==> src/rtl/rom_burst_reader.sv <==
// rom_burst_reader: parametrised read-only coefficient table with a burst
// request/response handshake. One request returns req_len+1 registered beats
// using linear or wrap-around addressing, with back-pressure on the beat side
// and an error flag for addresses beyond the table.
module rom_burst_reader #(
    parameter int DATA_W = 4,
    parameter int DEPTH  = 8,
    parameter int ADDR_W = 8,
    parameter int LEN_W  = 4
) (
    input  logic              clk,
    input  logic              rst_n,
    input  logic              req_valid,
    output logic              req_ready,
    input  logic [ADDR_W-1:0] req_addr,
    input  logic [LEN_W-1:0]  req_len,
    input  logic              req_wrap,
    output logic              rd_valid,
    input  logic              rd_ready,
    output logic [DATA_W-1:0] rd_data,
    output logic              rd_last,
    output logic              rd_err
);

    typedef enum logic {
        IDLE  = 1'b0,
        BURST = 1'b1
    } state_t;

    // Table bounds held one bit wider than an address so DEPTH == 2^ADDR_W fits.
    localparam logic [ADDR_W:0] DEPTH_L = (ADDR_W+1)'(DEPTH);
    localparam logic [ADDR_W:0] LAST_L  = (ADDR_W+1)'(DEPTH - 1);

    state_t              state;
    logic [ADDR_W-1:0]   addr_q;
    logic [LEN_W-1:0]    beats_left;
    logic                wrap_q;

    logic [ADDR_W-1:0]   load_addr;
    logic                load_err;
    logic [DATA_W-1:0]   load_data;
    logic                beat_hs;
    logic                req_hs;

    // Table contents: entry i holds 2*i, truncated to the entry width.
    function automatic logic [DATA_W-1:0] table_entry(input logic [ADDR_W-1:0] addr);
        logic [ADDR_W:0] doubled;
        doubled = {addr, 1'b0};
        return DATA_W'(doubled);
    endfunction

    // Successor address: wrap mode folds back to 0 at (or past) the last entry.
    function automatic logic [ADDR_W-1:0] next_addr(input logic [ADDR_W-1:0] addr,
                                                    input logic              wrap);
        logic [ADDR_W-1:0] result;
        if (wrap && ({1'b0, addr} >= LAST_L)) begin
            result = '0;
        end else begin
            result = addr + ADDR_W'(1);
        end
        return result;
    endfunction

    // Accept requests only when idle and not held in reset.
    assign req_ready = (state == IDLE) && rst_n;
    assign req_hs    = req_valid && req_ready;
    assign beat_hs   = rd_valid && rd_ready;

    // Address of the beat about to be loaded and its table lookup.
    always_comb begin
        load_addr = req_addr;
        if (state == BURST) begin
            load_addr = next_addr(addr_q, wrap_q);
        end
        load_err  = ({1'b0, load_addr} >= DEPTH_L);
        load_data = load_err ? '0 : table_entry(load_addr);
    end

    // Burst control FSM with the registered beat outputs.
    always_ff @(posedge clk) begin
        if (!rst_n) begin
            state      <= IDLE;
            addr_q     <= '0;
            beats_left <= '0;
            wrap_q     <= 1'b0;
            rd_valid   <= 1'b0;
            rd_data    <= '0;
            rd_last    <= 1'b0;
            rd_err     <= 1'b0;
        end else begin
            case (state)
                IDLE: begin
                    if (req_hs) begin
                        state      <= BURST;
                        addr_q     <= req_addr;
                        beats_left <= req_len;
                        wrap_q     <= req_wrap;
                        rd_valid   <= 1'b1;
                        rd_data    <= load_data;
                        rd_err     <= load_err;
                        rd_last    <= (req_len == '0);
                    end
                end
                BURST: begin
                    if (beat_hs) begin
                        if (beats_left != '0) begin
                            addr_q     <= load_addr;
                            beats_left <= beats_left - LEN_W'(1);
                            rd_data    <= load_data;
                            rd_err     <= load_err;
                            rd_last    <= (beats_left == LEN_W'(1));
                        end else begin
                            state    <= IDLE;
                            rd_valid <= 1'b0;
                        end
                    end
                end
                default: begin
                    state    <= IDLE;
                    rd_valid <= 1'b0;
                end
            endcase
        end
    end

endmodule

==> config.mk <==
export PLATFORM = sky130hd
export DESIGN_NAME = rom_burst_reader
export DESIGN_NICKNAME = d
export VERILOG_FILES = /design/src/rtl/rom_burst_reader.sv
export SDC_FILE = /design/constraint.sdc
export NUM_CORES = 1
export LEC_CHECK = 0
export BUFFER_PORTS_ARGS = -buffer_cell sky130_fd_sc_hd__clkbuf_2
export CAP_MARGIN = 25
export CORE_MARGIN = 4
export CORE_UTILIZATION = 54
export DETAILED_ROUTE_END_ITERATION = 10
export PLACE_DENSITY = 0.78
export SLEW_MARGIN = 5
export SYNTH_ARGS = -nofsm -noshare
export SYNTH_HDL_FRONTEND = slang
export SYNTH_SLANG_ARGS = --single-unit
==> constraint.sdc <==
create_clock -name clk -period 2.1 [get_ports clk]
set_input_delay 0.105 -clock clk [delete_from_list [all_inputs] [get_ports clk]]
set_output_delay 0.105 -clock clk [all_outputs]
set_load 0.005 [all_outputs]
==> results.cfg, run 1 <==
[status]
status = finished clean

[cts]
root_buffer = clkbuf_4
cts_resized = 0
numCtsBuffers = 3
cts.sinks = 20
ctsHoldBuffers = 0
cts_tree = yes
cts_setup_buffers = 0
clkLatencyLatePin_ps = 290
htreeDepth = 1
clockBufferDepth = 2
clkTransAtPathRegs_ps = 110

[setup_path]
end_kind = flip-flop
crit_chain = a21oi_1, a311oi_2, buf_4, o21ai_0, o2bb2ai_1, and2_1
r2r-end = addr_q[5]
critPathMaxStageDelay_ps = 640
worstSetupPathType = reg2reg
critPathArrivalTime_ps = 2060
rr_worst_depth = 6
r2r_start = state
reg2reg_setup_slack_ps = 240
crit_start = state
critPathRequiredTime_ps = 2300
slowest_stage = dfxtp_1
start_kind = flip-flop
critPathMaxFanout = 23

[power_and_ir_drop]
p_sw_share_pct = 38.4
switching_power_mw = 0.423
clock_power_share_pct = 16.1
power_density_nw_per_um2 = 788
p_leak_nw = 0.542
p_int_mw = 0.678
p_seq_share_pct = 46.9
irDropWorstVdd_uv = 545
combPwrFrac_pct = 37.0

[layout]
area_growth_syn_to_layout_pct = 9.41
layout_commonest_cell = clkbuf_2
fin_util_pct = 62.5
drive_above_1_share_pct = 22.3
final_cells = 203
final_area_um2 = 1400
seqCellArea_um2 = 400
fillers = 211
layout_common_cells = 23 x clkbuf_2, 20 x dfxtp_1, 17 x nor2_1
diodes = 0
multi_input_area_um2 = 771
nNetsFinal = 197

[grt]
track_usage_pct = 20.9
antenna_found_initial = 0
grt_max_degree = 24
overflow = 0
grt_pass1_vias = 1213
grt_pass1_wl_um = 5390

[detailed_routing]
wl_met2_um = 1510
met1Wirelength_um = 1410
num_vias = 1226
drt-initial-drc-count = 46
viasPerCell = 6.04
wl_per_cell_um = 15.4
drt-pass1-iter-count = 4
met3_length_um = 177
highest_layer = met4
ant_nets = 0
drcViolationCount = 0
drt_wl_total_um = 3120

[synth]
synth_area_leaders = dfxtp_1 31%, nor2_1 5.0%, a21oi_1 4.3%
synth_seq_cells = 20
synth.net_count = 177
seq_area_frac_synth_pct = 31.4
synthArstFlopShare_pct = 0
yosysTopAreaCell = dfxtp_1
synth.distinct_cells = 49
postSynthAreaPerCell_um2 = 8.13
synth_edf_count = 0
synth.top_cell.area_share_pct = 31.4
yosys_warnings = 0
syn_inst = 157
synth_flop_cell = dfxtp_1
syn-cell-area_um2 = 1280

[timing]
period_share_pct = 88.7
finalCriticalPeriod_ps = 1860
rsz0062_at_grt = no
final_hold_viol_count = 0
clock.fmax_mhz = 537
finClkSkew_ps = 3.63
finalSetupTns_ps = 0
drv_slew = 0
finalSetupViolCount = 0

[placed_design]
dp_hpwl_um = 2280
placed_area_um2 = 1370
dp_cells = 200
gp_congestion = 0.885
portBuffers = 23

[floorplanning]
rows = 17
die_h_um = 56.6
start_util_pct = 57.1
die_area_um2 = 3210
num_io_pins = 25
die_x_um = 56.6
core_um2 = 2230

[flow_run]
drv_cap = 0

[hold_path]
min_to = wrap_q
hp-start = req_wrap
hold_depth = 3
hp-class = in2reg
==> flip-flops by register name, indices dropped and copies added (netlist names) <==
| signal | flops |
|---|---|
| beats_left | 4 |
| wrap_q | 1 |
| state | 1 |
| rd_valid | 1 |
| rd_err | 1 |
| rd_last | 1 |
| rd_data | 3 |
| addr_q | 8 |
==> per-layer routing <==
| metal | vias to the layer above | GRT usage (%) |
|---|---|---|
| met5 | - | 0 |
| met3 | 2 | 3.91 |
| met2 | 39 | 32.7 |
| met4 | 0 | 7.80 |
| met1 | 577 | 28.2 |
| li1 | 608 | - |
==> cells by family (layout without fill, tap and decap cells) <==
group                    after synthesis  after routing  synth area share [%]
AND/OR/NAND/NOR                       59             59                  24.3
flip-flops                            20             20                  31.4
buffers and inverters                 18             36                  8.23
adder cells (fa/ha/maj)                3              3                  2.94
AO/OA/AOI/OAI                         50             50                  28.4
other                                  1              1                 0.294
multiplexers                           3              3                  2.35
XOR/XNOR                               3              3                  2.06
==> cells in the mapped netlist, types with 4 or more instances <==
cell type / number
nand3_1: 4
nor2_1: 17
nor3_1: 5
o21ai_0: 10
inv_1: 6
nand2_1: 11
dfxtp_1: 20
a22oi_1: 4
a21oi_1: 11
nor2b_1: 4
==> final cells by class <==
class | count | share of cell area (%)
timing repair buffer | 27 | 10.4
multi-input combinational | 119 | 55.2
sequential | 20 | 28.7
tap | 28 | 2.51
clock buffer | 3 | 1.61
inverter | 6 | 1.61
==> critical path, delay by kind of cell, from the launching register on <==
family,cells,cell delay (ps)
flip-flops,1,640
buffers and inverters,1,290
AO/OA/AOI/OAI,4,690
AND/OR/NAND/NOR,1,150
==> worst max path at each step <==
stage	to	slack (ps)	cells past startpoint
after floorplan	rd_err	430	6
after global placement	rd_err	320	6
after detailed placement	rd_err	280	6
after CTS	addr_q[5]	260	6
after global routing	rd_data[2]	100	5
final	addr_q[5]	240	6
==> power by group through the flow <==
stage | Clock, mW | Sequential, mW | Combinational [mW]
2_1_floorplan | 0 | 0.485 | 0.343
3_3_place_gp | 0 | 0.519 | 0.396
3_5_place_dp | 0 | 0.521 | 0.403
4_1_cts | 0.183 | 0.513 | 0.406
5_1_grt | 0.200 | 0.525 | 0.462
6_report | 0.177 | 0.516 | 0.408
==> stage by stage <==
step	hold WS, ps	worst slack, ps	total power, mW
global placement	353	320	0.914
finish	47.0	237	1.10
global route	80.7	98.8	1.19
detailed placement	357	285	0.924
CTS	46.2	258	1.10
floorplan	252	431	0.827
Note: power is estimated with default switching activity, not from simulation.
==> run 2, diff against run 1 <==
--- a/config.mk
+++ b/config.mk
@@ -8,9 +8,10 @@
 export BUFFER_PORTS_ARGS = -buffer_cell sky130_fd_sc_hd__clkbuf_2
 export CAP_MARGIN = 25
 export CORE_MARGIN = 4
-export CORE_UTILIZATION = 54
+export CORE_UTILIZATION = 57
 export DETAILED_ROUTE_END_ITERATION = 10
-export PLACE_DENSITY = 0.78
+export PLACE_DENSITY = 0.82
+export REMOVE_ABC_BUFFERS = 1
 export SLEW_MARGIN = 5
 export SYNTH_ARGS = -nofsm -noshare
 export SYNTH_HDL_FRONTEND = slang
==> constraint.sdc (replaced) <==
create_clock -name clk -period 2.3 [get_ports clk]
set_input_delay 0.115 -clock clk [delete_from_list [all_inputs] [get_ports clk]]
set_output_delay 0.115 -clock clk [all_outputs]
set_load 0.005 [all_outputs]
==> results.cfg, run 2 (same netlist as run 1, synthesis figures left out) <==
[setup_path]
critPathMaxStageDelay_ps = 650
critPathRequiredTime_ps = 2550
critPathArrivalTime_ps = 2260
crit_chain = buf_4, or3b_2, mux2i_1, a21oi_1, o2111ai_2, o211a_1
reg2reg_setup_slack_ps = 290
r2r-end = rd_err
end_kind = flip-flop
slowest_stage = dfxtp_1
worstSetupPathType = reg2reg
start_kind = flip-flop
critPathMaxFanout = 17
crit_start = state
r2r_start = state
rr_worst_depth = 6

[floorplanning]
die_x_um = 55.3
die_area_um2 = 3060
rows = 16
core_um2 = 2040
start_util_pct = 62.5
die_h_um = 55.3
num_io_pins = 25

[detailed_routing]
viasPerCell = 6.10
drt-pass1-iter-count = 4
drt_wl_total_um = 3030
drt-initial-drc-count = 40
ant_nets = 0
drcViolationCount = 0
wl_per_cell_um = 14.9
num_vias = 1244

[power_and_ir_drop]
switching_power_mw = 0.394
total_power_mw = 1.13
p_sw_share_pct = 34.7
clock_power_share_pct = 25.0
combPwrFrac_pct = 33.3
p_leak_nw = 0.561
p_seq_share_pct = 41.7
p_int_mw = 0.739
power_density_nw_per_um2 = 791
irDropWorstVdd_uv = 660

[layout]
final_area_um2 = 1430
diodes = 0
final_cells = 204
largest_reg_flops = 8
layout_common_cells = 23 x clkbuf_2, 20 x dfxtp_1, 17 x nor2_1
regMostFlops = addr_q
layout_commonest_cell = clkbuf_2
nNetsFinal = 198
area_growth_syn_to_layout_pct = 12.3
largestRegisters = addr_q (8), beats_left (4), rd_data (3)
fin_util_pct = 70.2
drive_above_1_share_pct = 23.2

[hold_path]
hp-class = in2reg
hp-start = req_wrap
min_to = wrap_q
hold_depth = 3

[placed_design]
pre_cts_slack_ps = 342
portBuffers = 23
dp_hpwl_um = 2280
gp_congestion = 0.952
placed_area_um2 = 1380
dp_cells = 200

[timing]
tightest_slew_ps = 507
period_share_pct = 87.5
timing.hold.ws_ps = 75.1
finClkSkew_ps = 2.76
final_hold_viol_count = 0
finalSetupViolCount = 0
clock.fmax_mhz = 497
timing.final.ws_setup_ps = 288
finalCriticalPeriod_ps = 2010
rsz0062_at_grt = no
slew_headroom_pct = 66.2
drv_slew = 0
finalSetupTns_ps = 0

[status]
status = finished clean

[grt]
antenna_found_initial = 0
grt_max_degree = 18
grt_pass1_vias = 1094
overflow = 0
track_usage_pct = 19.7
grt_pass1_wl_um = 5000

[cts]
cts_tree = yes
clkLatencyLatePin_ps = 300
cts_setup_buffers = 0
htreeDepth = 1
numCtsBuffers = 3
clkTransAtPathRegs_ps = 110
ctsHoldBuffers = 0
root_buffer = clkbuf_4
cts_resized = 0
clockBufferDepth = 2
cts.sinks = 20

[flow_run]
drv_cap = 0
run 2: changes by cell type in the layout (fill, tap and decap cells not counted):
cell and delta:
buf_4 +1, bufinv_16 +1
run 2: area by class of cell:
cell class,count,area (um2)
Fill cell,181,609
Clock buffer,3,22.5
Multi-Input combinational cell,119,771
Tap cell,27,33.8
Clock inverter,1,30.0
Inverter,6,22.5
Sequential cell,20,400
Timing Repair Buffer,28,153
run 2: worst max-delay path by stage:
| stage | endpoint | slack (ps) | depth (start not counted) |
|---|---|---|---|
| global route | rd_err | 120 | 6 |
| floorplan | addr_q[5] | 50 | 5 |
| CTS | rd_err | 280 | 6 |
| global placement | rd_err | 440 | 6 |
| finish | rd_err | 290 | 6 |
| detailed placement | rd_err | 340 | 6 |
run 2: layer usage:
metal / global-route usage, % / up-vias / part of all wire [%]
li1: - / 615 / -
met1: 27.3 / 579 / 45
met2: 31.3 / 48 / 46
met3: 5.83 / 2 / 8.8
met4: 2.08 / 0 / 0.40
met5: 0 / - / 0
run 2: worst max-delay path: cells and delay by family, from the launching register on:
| family | cells | cell delay, ps |
|---|---|---|
| and+or+nand+nor | 1 | 450 |
| AOI/OAI and AO/OA | 3 | 380 |
| muxes | 1 | 220 |
| buffers and inverters | 1 | 260 |
| DFF | 1 | 650 |
run 2: power groups by stage:
stage                     logic (mW)  registers (mW)  clock network (mW)
final                          0.377           0.473               0.283
after global routing           0.421           0.481               0.308
after global placement         0.365           0.475                   0
after CTS                      0.376           0.470               0.290
after detailed placement       0.373           0.477                   0
after floorplan                0.252           0.465                   0
==> run 3, diff against run 2 <==
--- a/config.mk
+++ b/config.mk
@@ -7,10 +7,8 @@
 export LEC_CHECK = 0
 export BUFFER_PORTS_ARGS = -buffer_cell sky130_fd_sc_hd__clkbuf_2
 export CAP_MARGIN = 25
-export CORE_MARGIN = 4
-export CORE_UTILIZATION = 57
+export CORE_UTILIZATION = 40
 export DETAILED_ROUTE_END_ITERATION = 10
-export PLACE_DENSITY = 0.82
 export REMOVE_ABC_BUFFERS = 1
 export SLEW_MARGIN = 5
 export SYNTH_ARGS = -nofsm -noshare
==> results.cfg, run 3 (same netlist as run 1, synthesis figures left out) <==
[status]
status = finished clean

[power_and_ir_drop]
p_seq_share_pct = 41.1
p_int_mw = 0.739
irDropWorstVdd_uv = 300
combPwrFrac_pct = 32.5
power_density_nw_per_um2 = 791
total_power_mw = 1.15
clock_power_share_pct = 26.4
switching_power_mw = 0.411
p_leak_nw = 0.561
p_sw_share_pct = 35.8

[placed_design]
dp_hpwl_um = 2330
gp_congestion = 0.923
pre_cts_slack_ps = 344
portBuffers = 23

[floorplanning]
die_h_um = 58.5
start_util_pct = 42.1
rows = 20
num_io_pins = 25
die_area_um2 = 3420
die_x_um = 58.5
core_um2 = 3030

[cts]
clkLatencyLatePin_ps = 320
cts_resized = 0
cts_tree = yes
cts.sinks = 20
htreeDepth = 1
clockBufferDepth = 2
root_buffer = clkbuf_4
ctsHoldBuffers = 0
numCtsBuffers = 3
cts_setup_buffers = 0
clkTransAtPathRegs_ps = 130

[setup_path]
critPathMaxFanout = 17
critPathRequiredTime_ps = 2580
critPathArrivalTime_ps = 2280
end_kind = flip-flop
start_kind = flip-flop
worstSetupPathType = reg2reg

[grt]
overflow = 0
grt_max_degree = 18
track_usage_pct = 20.4
antenna_found_initial = 0
grt_pass1_wl_um = 5270
grt_pass1_vias = 1167

[detailed_routing]
num_vias = 1220
wl_per_cell_um = 14.2
drt-initial-drc-count = 71
drcViolationCount = 0
drt-pass1-iter-count = 5
ant_nets = 0
viasPerCell = 5.52
drt_wl_total_um = 3140

[timing]
timing.hold.ws_ps = 48.5
slew_headroom_pct = 65.4
final_hold_viol_count = 0
period_share_pct = 87.2
finalSetupViolCount = 0
clock.fmax_mhz = 499
finClkSkew_ps = 1.45
tightest_slew_ps = 518
rsz0062_at_grt = no
timing.final.ws_setup_ps = 295
drv_slew = 0
finalSetupTns_ps = 0
finalCriticalPeriod_ps = 2010

[layout]
drive_above_1_share_pct = 23.2
layout_common_cells = 23 x clkbuf_2, 20 x dfxtp_1, 17 x nor2_1
fin_util_pct = 48.0
regMostFlops = addr_q
area_growth_syn_to_layout_pct = 13.9
largest_reg_flops = 8
layout_commonest_cell = clkbuf_2
nNetsFinal = 198
largestRegisters = addr_q (8), beats_left (4), rd_data (3)
diodes = 0

[flow_run]
drv_cap = 0

[hold_path]
hp-class = in2reg
-- run 3: cell counts in the layout (fill, tap and decap cells not counted) --
Identical to the previous run, type by type.
-- run 3: routing by layer --
metal | track usage, % | part of all wire, %
met5 | 0 | 0
met1 | 27.6 | 48
met3 | 3.52 | 5.7
met2 | 32.0 | 45
met4 | 8.84 | 1.3
-- run 3: critical path, cell delays in order (launching register included) --
cell,delay (ps)
dfxtp_1,670
buf_4,260
or3b_2,440
mux2i_1,200
a21oi_1,100
o2111ai_2,110
o211a_1,180
-- run 3: area by class of cell --
cell class / instances / area [um2]
clock buffer: 3 / 22.5
clock inverter: 1 / 30.0
fill: 302 / 1570
inverter: 6 / 22.5
multi-input combinational: 119 / 771
sequential: 20 / 400
tap: 44 / 55.1
timing repair buffer: 28 / 153
-- run 3: per-stage QoR --
step                      cells  instance area (um2)
after floorplan             145                 1190
after global placement      217                 1400
after detailed placement    217                 1400
after CTS                   221                 1450
after global routing        221                 1450
final                       221                 1450
-- run 3: power groups by stage --
stage	clock [mW]	combinational, mW	sequential, mW
finish	0.303	0.374	0.473
detailed placement	0	0.371	0.479
floorplan	0	0.252	0.465
global placement	0	0.368	0.478
global route	0.329	0.423	0.483
CTS	0.308	0.373	0.471
-- run 3: path summary, 6_finish.rpt --
check / startpoint / endpoint / slack, ps / cells past startpoint
min reg2reg: rd_data[2] / rd_data[2] / 470 / 2
max reg2reg: state / rd_err / 290 / 6
min: req_wrap / wrap_q / 50 / 3
max: state / rd_err / 290 / 6
